==> src/rtl/alu_pkg.sv <==
// -----------------------------------------------------------------------------
// alu_pkg
// Shared definitions for the 32-bit ALU and its result serializer:
//   - result / opcode widths
//   - alu_result_t : one buffered result {tag, C, Z, res}
//   - ser_state_t  : beat state of the output serializer
//   - opcode constants produced by the ALU
// -----------------------------------------------------------------------------
package alu_pkg;

   localparam int ALU_OPC_W = 4;
   localparam int ALU_RES_W = 64;

   typedef struct packed {
      logic [ALU_OPC_W-1:0] tag;
      logic                 c;
      logic                 z;
      logic [ALU_RES_W-1:0] res;
   } alu_result_t;

   typedef enum logic {
      BEAT_LO = 1'b0,
      BEAT_HI = 1'b1
   } ser_state_t;

   localparam logic [ALU_OPC_W-1:0] OPC_ADD  = 4'h0;
   localparam logic [ALU_OPC_W-1:0] OPC_SUB  = 4'h1;
   localparam logic [ALU_OPC_W-1:0] OPC_AND  = 4'h2;
   localparam logic [ALU_OPC_W-1:0] OPC_MUL  = 4'h3;
   localparam logic [ALU_OPC_W-1:0] OPC_OR   = 4'h4;
   localparam logic [ALU_OPC_W-1:0] OPC_XOR  = 4'h5;
   localparam logic [ALU_OPC_W-1:0] OPC_SHL  = 4'h6;
   localparam logic [ALU_OPC_W-1:0] OPC_SHR  = 4'h7;

endpackage

==> src/rtl/alu_result_serializer_if.sv <==
// -----------------------------------------------------------------------------
// alu_result_serializer_if
// Bundles the producer-side and consumer-side buses of alu_result_serializer.
//   slave  : view of the serializer (takes results, emits beats)
//   master : view of the environment (ALU producer + beat consumer)
// Handshake rule (both buses): a transfer happens on a rising clock edge where
// valid && ready. The sender keeps valid and payload stable until that edge;
// ready may change freely and never depends combinationally on valid.
// -----------------------------------------------------------------------------
interface alu_result_serializer_if #(
   parameter int DEPTH = 4,
   parameter int OUT_W = 32
);
   import alu_pkg::*;

   localparam int CNT_W = $clog2(DEPTH + 1);

   // producer side
   logic                 in_valid;
   logic                 in_ready;
   logic [ALU_RES_W-1:0] Result;
   logic                 flagC;
   logic                 flagZ;
   logic [ALU_OPC_W-1:0] Opcode;
   // consumer side
   logic                 out_valid;
   logic                 out_ready;
   logic [OUT_W-1:0]     out_data;
   logic                 out_last;
   logic                 out_hi;
   logic [1:0]           out_flags;
   logic [ALU_OPC_W-1:0] out_tag;
   // status
   logic [CNT_W-1:0]     count;

   modport slave (
      input  in_valid, Result, flagC, flagZ, Opcode, out_ready,
      output in_ready, out_valid, out_data, out_last, out_hi, out_flags,
             out_tag, count
   );

   modport master (
      output in_valid, Result, flagC, flagZ, Opcode, out_ready,
      input  in_ready, out_valid, out_data, out_last, out_hi, out_flags,
             out_tag, count
   );

endinterface

==> src/rtl/alu_result_fifo.sv <==
// -----------------------------------------------------------------------------
// alu_result_fifo
// Circular buffer of alu_result_t entries with read/write pointers and a
// registered occupancy counter.
// Ports:
//   clk, rst_n : clock, asynchronous active-low reset
//   push_i     : store entry_i (caller guarantees !full_o)
//   entry_i    : entry to store
//   pop_i      : drop head entry (caller guarantees !empty_o)
//   head_o     : entry at the read pointer
//   count_o    : occupied entries
//   full_o     : count_o == DEPTH
//   empty_o    : count_o == 0
// -----------------------------------------------------------------------------
module alu_result_fifo
   import alu_pkg::*;
#(
   parameter int DEPTH = 4
) (
   input  logic                       clk,
   input  logic                       rst_n,
   input  logic                       push_i,
   input  alu_result_t                entry_i,
   input  logic                       pop_i,
   output alu_result_t                head_o,
   output logic [$clog2(DEPTH+1)-1:0] count_o,
   output logic                       full_o,
   output logic                       empty_o
);

   localparam int PTR_W = $clog2(DEPTH);
   localparam int CNT_W = $clog2(DEPTH + 1);

   alu_result_t      mem_q [DEPTH];
   logic [PTR_W-1:0] wr_ptr_q, wr_ptr_d;
   logic [PTR_W-1:0] rd_ptr_q, rd_ptr_d;
   logic [CNT_W-1:0] count_q,  count_d;

   // DEPTH is a power of two, so pointer overflow is the modulo wrap.
   always_comb begin
      wr_ptr_d = wr_ptr_q;
      rd_ptr_d = rd_ptr_q;
      count_d  = count_q;
      if (push_i) wr_ptr_d = wr_ptr_q + 1'b1;
      if (pop_i)  rd_ptr_d = rd_ptr_q + 1'b1;
      case ({push_i, pop_i})
         2'b10:   count_d = count_q + 1'b1;
         2'b01:   count_d = count_q - 1'b1;
         default: count_d = count_q;
      endcase
   end

   always_ff @(posedge clk or negedge rst_n) begin
      if (!rst_n) begin
         wr_ptr_q <= '0;
         rd_ptr_q <= '0;
         count_q  <= '0;
      end else begin
         wr_ptr_q <= wr_ptr_d;
         rd_ptr_q <= rd_ptr_d;
         count_q  <= count_d;
      end
   end

   // Storage needs no reset: an entry is only read after it has been written.
   always_ff @(posedge clk) begin
      if (push_i) mem_q[wr_ptr_q] <= entry_i;
   end

   assign head_o  = mem_q[rd_ptr_q];
   assign count_o = count_q;
   assign full_o  = (count_q == CNT_W'(DEPTH));
   assign empty_o = (count_q == '0);

endmodule

==> src/rtl/alu_result_serializer.sv <==
// -----------------------------------------------------------------------------
// alu_result_serializer
// Buffers 64-bit ALU results (with C/Z flags and opcode tag) and streams each
// one out as one 32-bit beat (upper word zero) or two beats (low, then high).
// Ports:
//   clk         : clock, rising edge
//   rst_n       : asynchronous active-low reset
//   bus         : alu_result_serializer_if.slave
//                 in_valid/in_ready/Result/flagC/flagZ/Opcode  producer bus
//                 out_valid/out_ready/out_data/out_last/out_hi/
//                 out_flags/out_tag                             consumer bus
//                 count                                         occupancy
//   dbg_state_o : current beat state (BEAT_LO / BEAT_HI)
// -----------------------------------------------------------------------------
module alu_result_serializer
   import alu_pkg::*;
#(
   parameter int DEPTH = 4,
   parameter int OUT_W = 32
) (
   input  logic                        clk,
   input  logic                        rst_n,
   alu_result_serializer_if.slave      bus,
   output ser_state_t                  dbg_state_o
);

   localparam int CNT_W = $clog2(DEPTH + 1);

   ser_state_t        state_q, state_d;
   alu_result_t       head;
   alu_result_t       entry_in;
   logic [CNT_W-1:0]  fifo_count;
   logic              fifo_full;
   logic              fifo_empty;
   logic              push;
   logic              pop;

   logic              out_valid;
   logic [OUT_W-1:0]  out_data;
   logic              out_last;
   logic              out_hi;
   logic [1:0]        out_flags;
   logic [ALU_OPC_W-1:0] out_tag;

   assign entry_in = '{tag: bus.Opcode, c: bus.flagC, z: bus.flagZ, res: bus.Result};

   // in_ready is not-full only; a pop in the same cycle does not make room.
   assign push      = bus.in_valid && !fifo_full;
   assign out_valid = !fifo_empty;

   alu_result_fifo #(.DEPTH(DEPTH)) u_fifo (
      .clk     (clk),
      .rst_n   (rst_n),
      .push_i  (push),
      .entry_i (entry_in),
      .pop_i   (pop),
      .head_o  (head),
      .count_o (fifo_count),
      .full_o  (fifo_full),
      .empty_o (fifo_empty)
   );

   always_ff @(posedge clk or negedge rst_n) begin
      if (!rst_n) state_q <= BEAT_LO;
      else        state_q <= state_d;
   end

   // Payload is forced to zero whenever nothing is buffered, so stale storage
   // never leaks onto the bus.
   always_comb begin
      state_d   = state_q;
      pop       = 1'b0;
      out_data  = '0;
      out_last  = 1'b0;
      out_hi    = 1'b0;
      out_flags = 2'b00;
      out_tag   = '0;
      if (out_valid) begin
         out_flags = {head.c, head.z};
         out_tag   = head.tag;
         case (state_q)
            BEAT_LO: begin
               out_data = head.res[OUT_W-1:0];
               out_last = (head.res[2*OUT_W-1:OUT_W] == '0);
               if (bus.out_ready) begin
                  if (out_last) pop     = 1'b1;
                  else          state_d = BEAT_HI;
               end
            end
            BEAT_HI: begin
               out_data = head.res[2*OUT_W-1:OUT_W];
               out_last = 1'b1;
               out_hi   = 1'b1;
               if (bus.out_ready) begin
                  pop     = 1'b1;
                  state_d = BEAT_LO;
               end
            end
            default: state_d = BEAT_LO;
         endcase
      end
   end

   assign bus.in_ready  = !fifo_full;
   assign bus.out_valid = out_valid;
   assign bus.out_data  = out_data;
   assign bus.out_last  = out_last;
   assign bus.out_hi    = out_hi;
   assign bus.out_flags = out_flags;
   assign bus.out_tag   = out_tag;
   assign bus.count     = fifo_count;
   assign dbg_state_o   = state_q;

endmodule
==> src/flat_wrapper.sv <==
// flat-port wrapper written by rule: the top's interface ports become plain ports
module alu_result_serializer_flat import alu_pkg::*;
#(
   parameter int DEPTH = 4,
   parameter int OUT_W = 32
)
  (clk, rst_n, dbg_state_o, bus_in_valid, bus_Result, bus_flagC, bus_flagZ, bus_Opcode, bus_out_ready, bus_in_ready, bus_out_valid, bus_out_data, bus_out_last, bus_out_hi, bus_out_flags, bus_out_tag, bus_count);
  alu_result_serializer_if #(.DEPTH(DEPTH), .OUT_W(OUT_W)) bus_i ();
  input  logic clk;
  input  logic rst_n;
  output ser_state_t dbg_state_o;
  input wire logic [$bits(bus_i.in_valid)-1:0] bus_in_valid;
  input wire logic [$bits(bus_i.Result)-1:0] bus_Result;
  input wire logic [$bits(bus_i.flagC)-1:0] bus_flagC;
  input wire logic [$bits(bus_i.flagZ)-1:0] bus_flagZ;
  input wire logic [$bits(bus_i.Opcode)-1:0] bus_Opcode;
  input wire logic [$bits(bus_i.out_ready)-1:0] bus_out_ready;
  output wire logic [$bits(bus_i.in_ready)-1:0] bus_in_ready;
  output wire logic [$bits(bus_i.out_valid)-1:0] bus_out_valid;
  output wire logic [$bits(bus_i.out_data)-1:0] bus_out_data;
  output wire logic [$bits(bus_i.out_last)-1:0] bus_out_last;
  output wire logic [$bits(bus_i.out_hi)-1:0] bus_out_hi;
  output wire logic [$bits(bus_i.out_flags)-1:0] bus_out_flags;
  output wire logic [$bits(bus_i.out_tag)-1:0] bus_out_tag;
  output wire logic [$bits(bus_i.count)-1:0] bus_count;
  assign bus_i.in_valid = bus_in_valid;
  assign bus_i.Result = bus_Result;
  assign bus_i.flagC = bus_flagC;
  assign bus_i.flagZ = bus_flagZ;
  assign bus_i.Opcode = bus_Opcode;
  assign bus_i.out_ready = bus_out_ready;
  assign bus_in_ready = bus_i.in_ready;
  assign bus_out_valid = bus_i.out_valid;
  assign bus_out_data = bus_i.out_data;
  assign bus_out_last = bus_i.out_last;
  assign bus_out_hi = bus_i.out_hi;
  assign bus_out_flags = bus_i.out_flags;
  assign bus_out_tag = bus_i.out_tag;
  assign bus_count = bus_i.count;
  alu_result_serializer #(.DEPTH(DEPTH), .OUT_W(OUT_W)) u_core (.clk(clk), .rst_n(rst_n), .bus(bus_i), .dbg_state_o(dbg_state_o));
endmodule
==> config.mk <==
export PLATFORM = sky130hd
export DESIGN_NAME = alu_result_serializer_flat
export DESIGN_NICKNAME = d
export VERILOG_FILES = /design/src/rtl/alu_pkg.sv /design/src/rtl/alu_result_serializer_if.sv /design/src/rtl/alu_result_fifo.sv /design/src/rtl/alu_result_serializer.sv /design/src/flat_wrapper.sv
export SDC_FILE = /design/constraint.sdc
export NUM_CORES = 1
export LEC_CHECK = 0
export BUFFER_PORTS_ARGS = -buffer_cell sky130_fd_sc_hd__buf_2
export CAP_MARGIN = 10
export CORE_ASPECT_RATIO = 1.2
export CORE_UTILIZATION = 40
export DETAILED_ROUTE_END_ITERATION = 10
export GPL_TIMING_DRIVEN = 1
export SLEW_MARGIN = 20
export SYNTH_ARGS = -nofsm -noshare
export SYNTH_HDL_FRONTEND = slang
export SYNTH_HIERARCHICAL = 1
export SYNTH_SLANG_ARGS = --single-unit
==> constraint.sdc <==
create_clock -name clk -period 6.8 [get_ports clk]
set_input_delay 0.68 -clock clk [delete_from_list [all_inputs] [get_ports clk]]
set_output_delay 0.68 -clock clk [all_outputs]
set_load 0.1 [all_outputs]
==> flow_metrics.env <==
export IMPL_antenna_found_initial=5
export IMPL_synth_compound_area_share_pct=0.2778
export IMPL_insertion_delay_ns=0.52
export IMPL_die_x_um=155.2
export IMPL_clk_pin_slew_ns=0.06
export IMPL_tightest_slew_ns=1.106
export IMPL_gp_congestion=0.7252
export IMPL_dr_pass1_iters=4
export IMPL_ys_seq_elements=288
export IMPL_syn_area_um2=11260
export IMPL_h_tree_depth=1
export IMPL_cap_violations=0
export IMPL_synth_seq_area_share_pct=76.45
export IMPL_grtUsageTotal_pct=15.62
export IMPL_synth_warnings=6
export IMPL_drtAntennaViolNets=0
export IMPL_finalCritPeriodShare_pct=70.40
export IMPL_synth_nets=584
export IMPL_rsz0062_at_grt="no"
export IMPL_synthAdderAreaFrac_pct=0.7334
export IMPL_startpoint_type="register"
export IMPL_slew_headroom_pct=26.29
export IMPL_coreArea_um2=27420
export IMPL_endpoint_kind="output pin"
export IMPL_synth_top_area_share_pct=74.67
export IMPL_post_cts_resized=0
export IMPL_max_stage_delay_ns=1.04
export IMPL_start_util_pct=41.07
export IMPL_grt_ovfl_total=0
export IMPL_synth_top_family_by_area="multiplexers"
export IMPL_post_cts_buffers=0
export IMPL_final_common_cell="edfxtp_1"
export IMPL_outcome="finished clean"
export IMPL_cts_hold_buf=1
export IMPL_final_nets=716
export IMPL_clock_sinks=288
export IMPL_drc=0
export IMPL_drtIter0Drc=274
export IMPL_path_cells="buf_4 > mux4_2 > nor4_1 > nand4_1 > nor3_2 > or2_1 > buf_2"
export IMPL_cts_tree="done"
export IMPL_crit_slowest_cell="dfrtp_4"
export IMPL_syn_inst=504
export IMPL_syn_to_final_growth_pct=16.15
export IMPL_num_fill_cells=2341
export IMPL_syn_area_per_cell_um2=22.34
export IMPL_grt_pass1_vias=5679
export IMPL_grt_pass1_wl_mm=33.33
export IMPL_fmax_ghz=0.2089
export IMPL_muxShareOfSynthArea_pct=16.91
export IMPL_synth_area_leader_cell="edfxtp_1"
export IMPL_critPathMaxFanout=45
export IMPL_vias_per_cell=5.084
export IMPL_setup_viol=0
export IMPL_finClkSkew_ns=0.01008
export IMPL_path_class="register to output pin"
export IMPL_required_ns=6.12
export IMPL_die_h_um=185.8
export IMPL_clockBufferDepth=3
export IMPL_rows=66
export IMPL_maxSlewViolCount=0
export IMPL_tns_ns=0
export IMPL_cts_inserted_buffers=27
export IMPL_cts_root_buf="clkbuf_16"
export IMPL_synthTopCellsByArea="edfxtp_1 75%, mux4_2 14%, mux2i_1 2.8%"
export IMPL_drive_gt1_share_pct=36.75
export IMPL_wirelength_mm=22.04
export IMPL_ys_types=29
export IMPL_synthSimpleGateAreaFrac_pct=2.756
export IMPL_synth_xor_area_share_pct=0.4667
export IMPL_worst_ep_arrival_time_ns=4.11
export IMPL_port_buffers=119
export IMPL_num_vias=5231
export IMPL_grt_max_degree=71
export IMPL_fin_crit_ns=4.787
export IMPL_most_common_layout_cells="280 x edfxtp_1, 119 x buf_2, 68 x mux4_2, 34 x nor2_1, 32 x mux2i_1"
export IMPL_hold_viol=0
export IMPL_die_area_um2=28830
export IMPL_min_path_type="input pin to register"
export IMPL_dp_hpwl_mm=13.31
export IMPL_ios=120
export IMPL_wl_per_cell_um=21.41
-- logic make-up (layout without fill, tap and decap cells) --
family                   after synthesis  in the layout
AND/OR/NAND/NOR                       63             63
buffers and inverters                 34            183
other                                  0              2
adder cells (fa/ha/maj)                6              6
multiplexers                         102            102
XOR/XNOR                               6              6
AO/OA/AOI/OAI                          5              5
flip-flops                           288            288
-- worst paths after layout --
path                            slack [ns]                          to  cells past startpoint                       from
worst min-delay path                  0.37  u_core/u_fifo/mem_q[3][66]                      1              bus_Opcode[0]
min in group asynchronous             0.53    u_core/u_fifo/count_o[2]                      2                      rst_n
worst max-delay path                  2.01                bus_out_last                      7  u_core/u_fifo/rd_ptr_q[0]
worst max register to register        2.29    u_core/u_fifo/count_o[2]                     12  u_core/u_fifo/rd_ptr_q[0]
max in group asynchronous             6.08   u_core/u_fifo/rd_ptr_q[1]                      2                      rst_n
worst min register to register        0.53   u_core/u_fifo/wr_ptr_q[0]                      1  u_core/u_fifo/wr_ptr_q[0]
-- state kept, by name, indices dropped and copies added, names as in the netlist --
register,cells
u_core/u_fifo/wr_ptr_q,2
u_core/u_fifo/rd_ptr_q,2
u_core/dbg_state_o,1
u_core/u_fifo/mem_q,280
u_core/u_fifo/count_o,3
-- synth_stat cells --
master,number
nand2_1,3
clkbuf_1,5
o21ai_0,3
or2_1,1
xor2_1,4
fa_1,1
buf_2,11
and3_1,1
nor4_2,1
and2_1,4
nor3_1,1
dfrtp_1,8
xnor2_1,2
ha_1,5
or3_1,1
o21a_1,1
edfxtp_1,280
buf_6,2
mux4_1,2
mux4_2,68
nor3_2,1
mux2i_1,32
nand4_1,2
buf_12,7
o41ai_1,1
inv_1,9
nor4_1,6
nor2b_1,8
nor2_1,34
-- routing by layer --
layer  up-vias  GRT usage (%)  wire length, um
li1       2340              -                -
met1      2718          18.21             8413
met2       127          29.10            12020
met3        42          2.887             1082
met4         4          4.713              493
met5         -              0               23
-- area by class of cell --
class | count | area, um^2 | area share, %
inverters | 9 | 33.78 | 0.2583
clock buffers | 28 | 679.4 | 5.195
diodes | 2 | 5.005 | 0.03827
well taps | 374 | 467.9 | 3.578
repair buffers | 128 | 725.7 | 5.549
multi-input cells | 182 | 2396 | 18.32
clock inverters | 18 | 152.6 | 1.167
flip-flops and latches | 288 | 8617 | 65.89
-- critical path, delay by kind of cell (launching register included) --
kind | cells | cell delay [ns]
simple gates | 4 | 1.08
flops | 1 | 1.04
buf+inv | 2 | 0.86
mux | 1 | 0.57
-- metrics by stage --
step | hold slack (ns) | area [um^2] | utilization, % | setup slack (ns) | instances
CTS | 0.3528 | 12990 | 47.38 | 1.885 | 1024
global placement | 0.5048 | 12150 | 44.31 | 2.378 | 977
global route | 0.3621 | 13080 | 47.69 | 1.799 | 1028
detailed placement | 0.5209 | 12150 | 44.31 | 2.225 | 977
floorplan | 0.3844 | 11260 | - | 2.619 | 504
finish | 0.3725 | 13080 | 47.70 | 2.013 | 1029
Power is not shown: default switching activity piles up to over one toggle a cycle in this logic, so the estimate is an artifact.
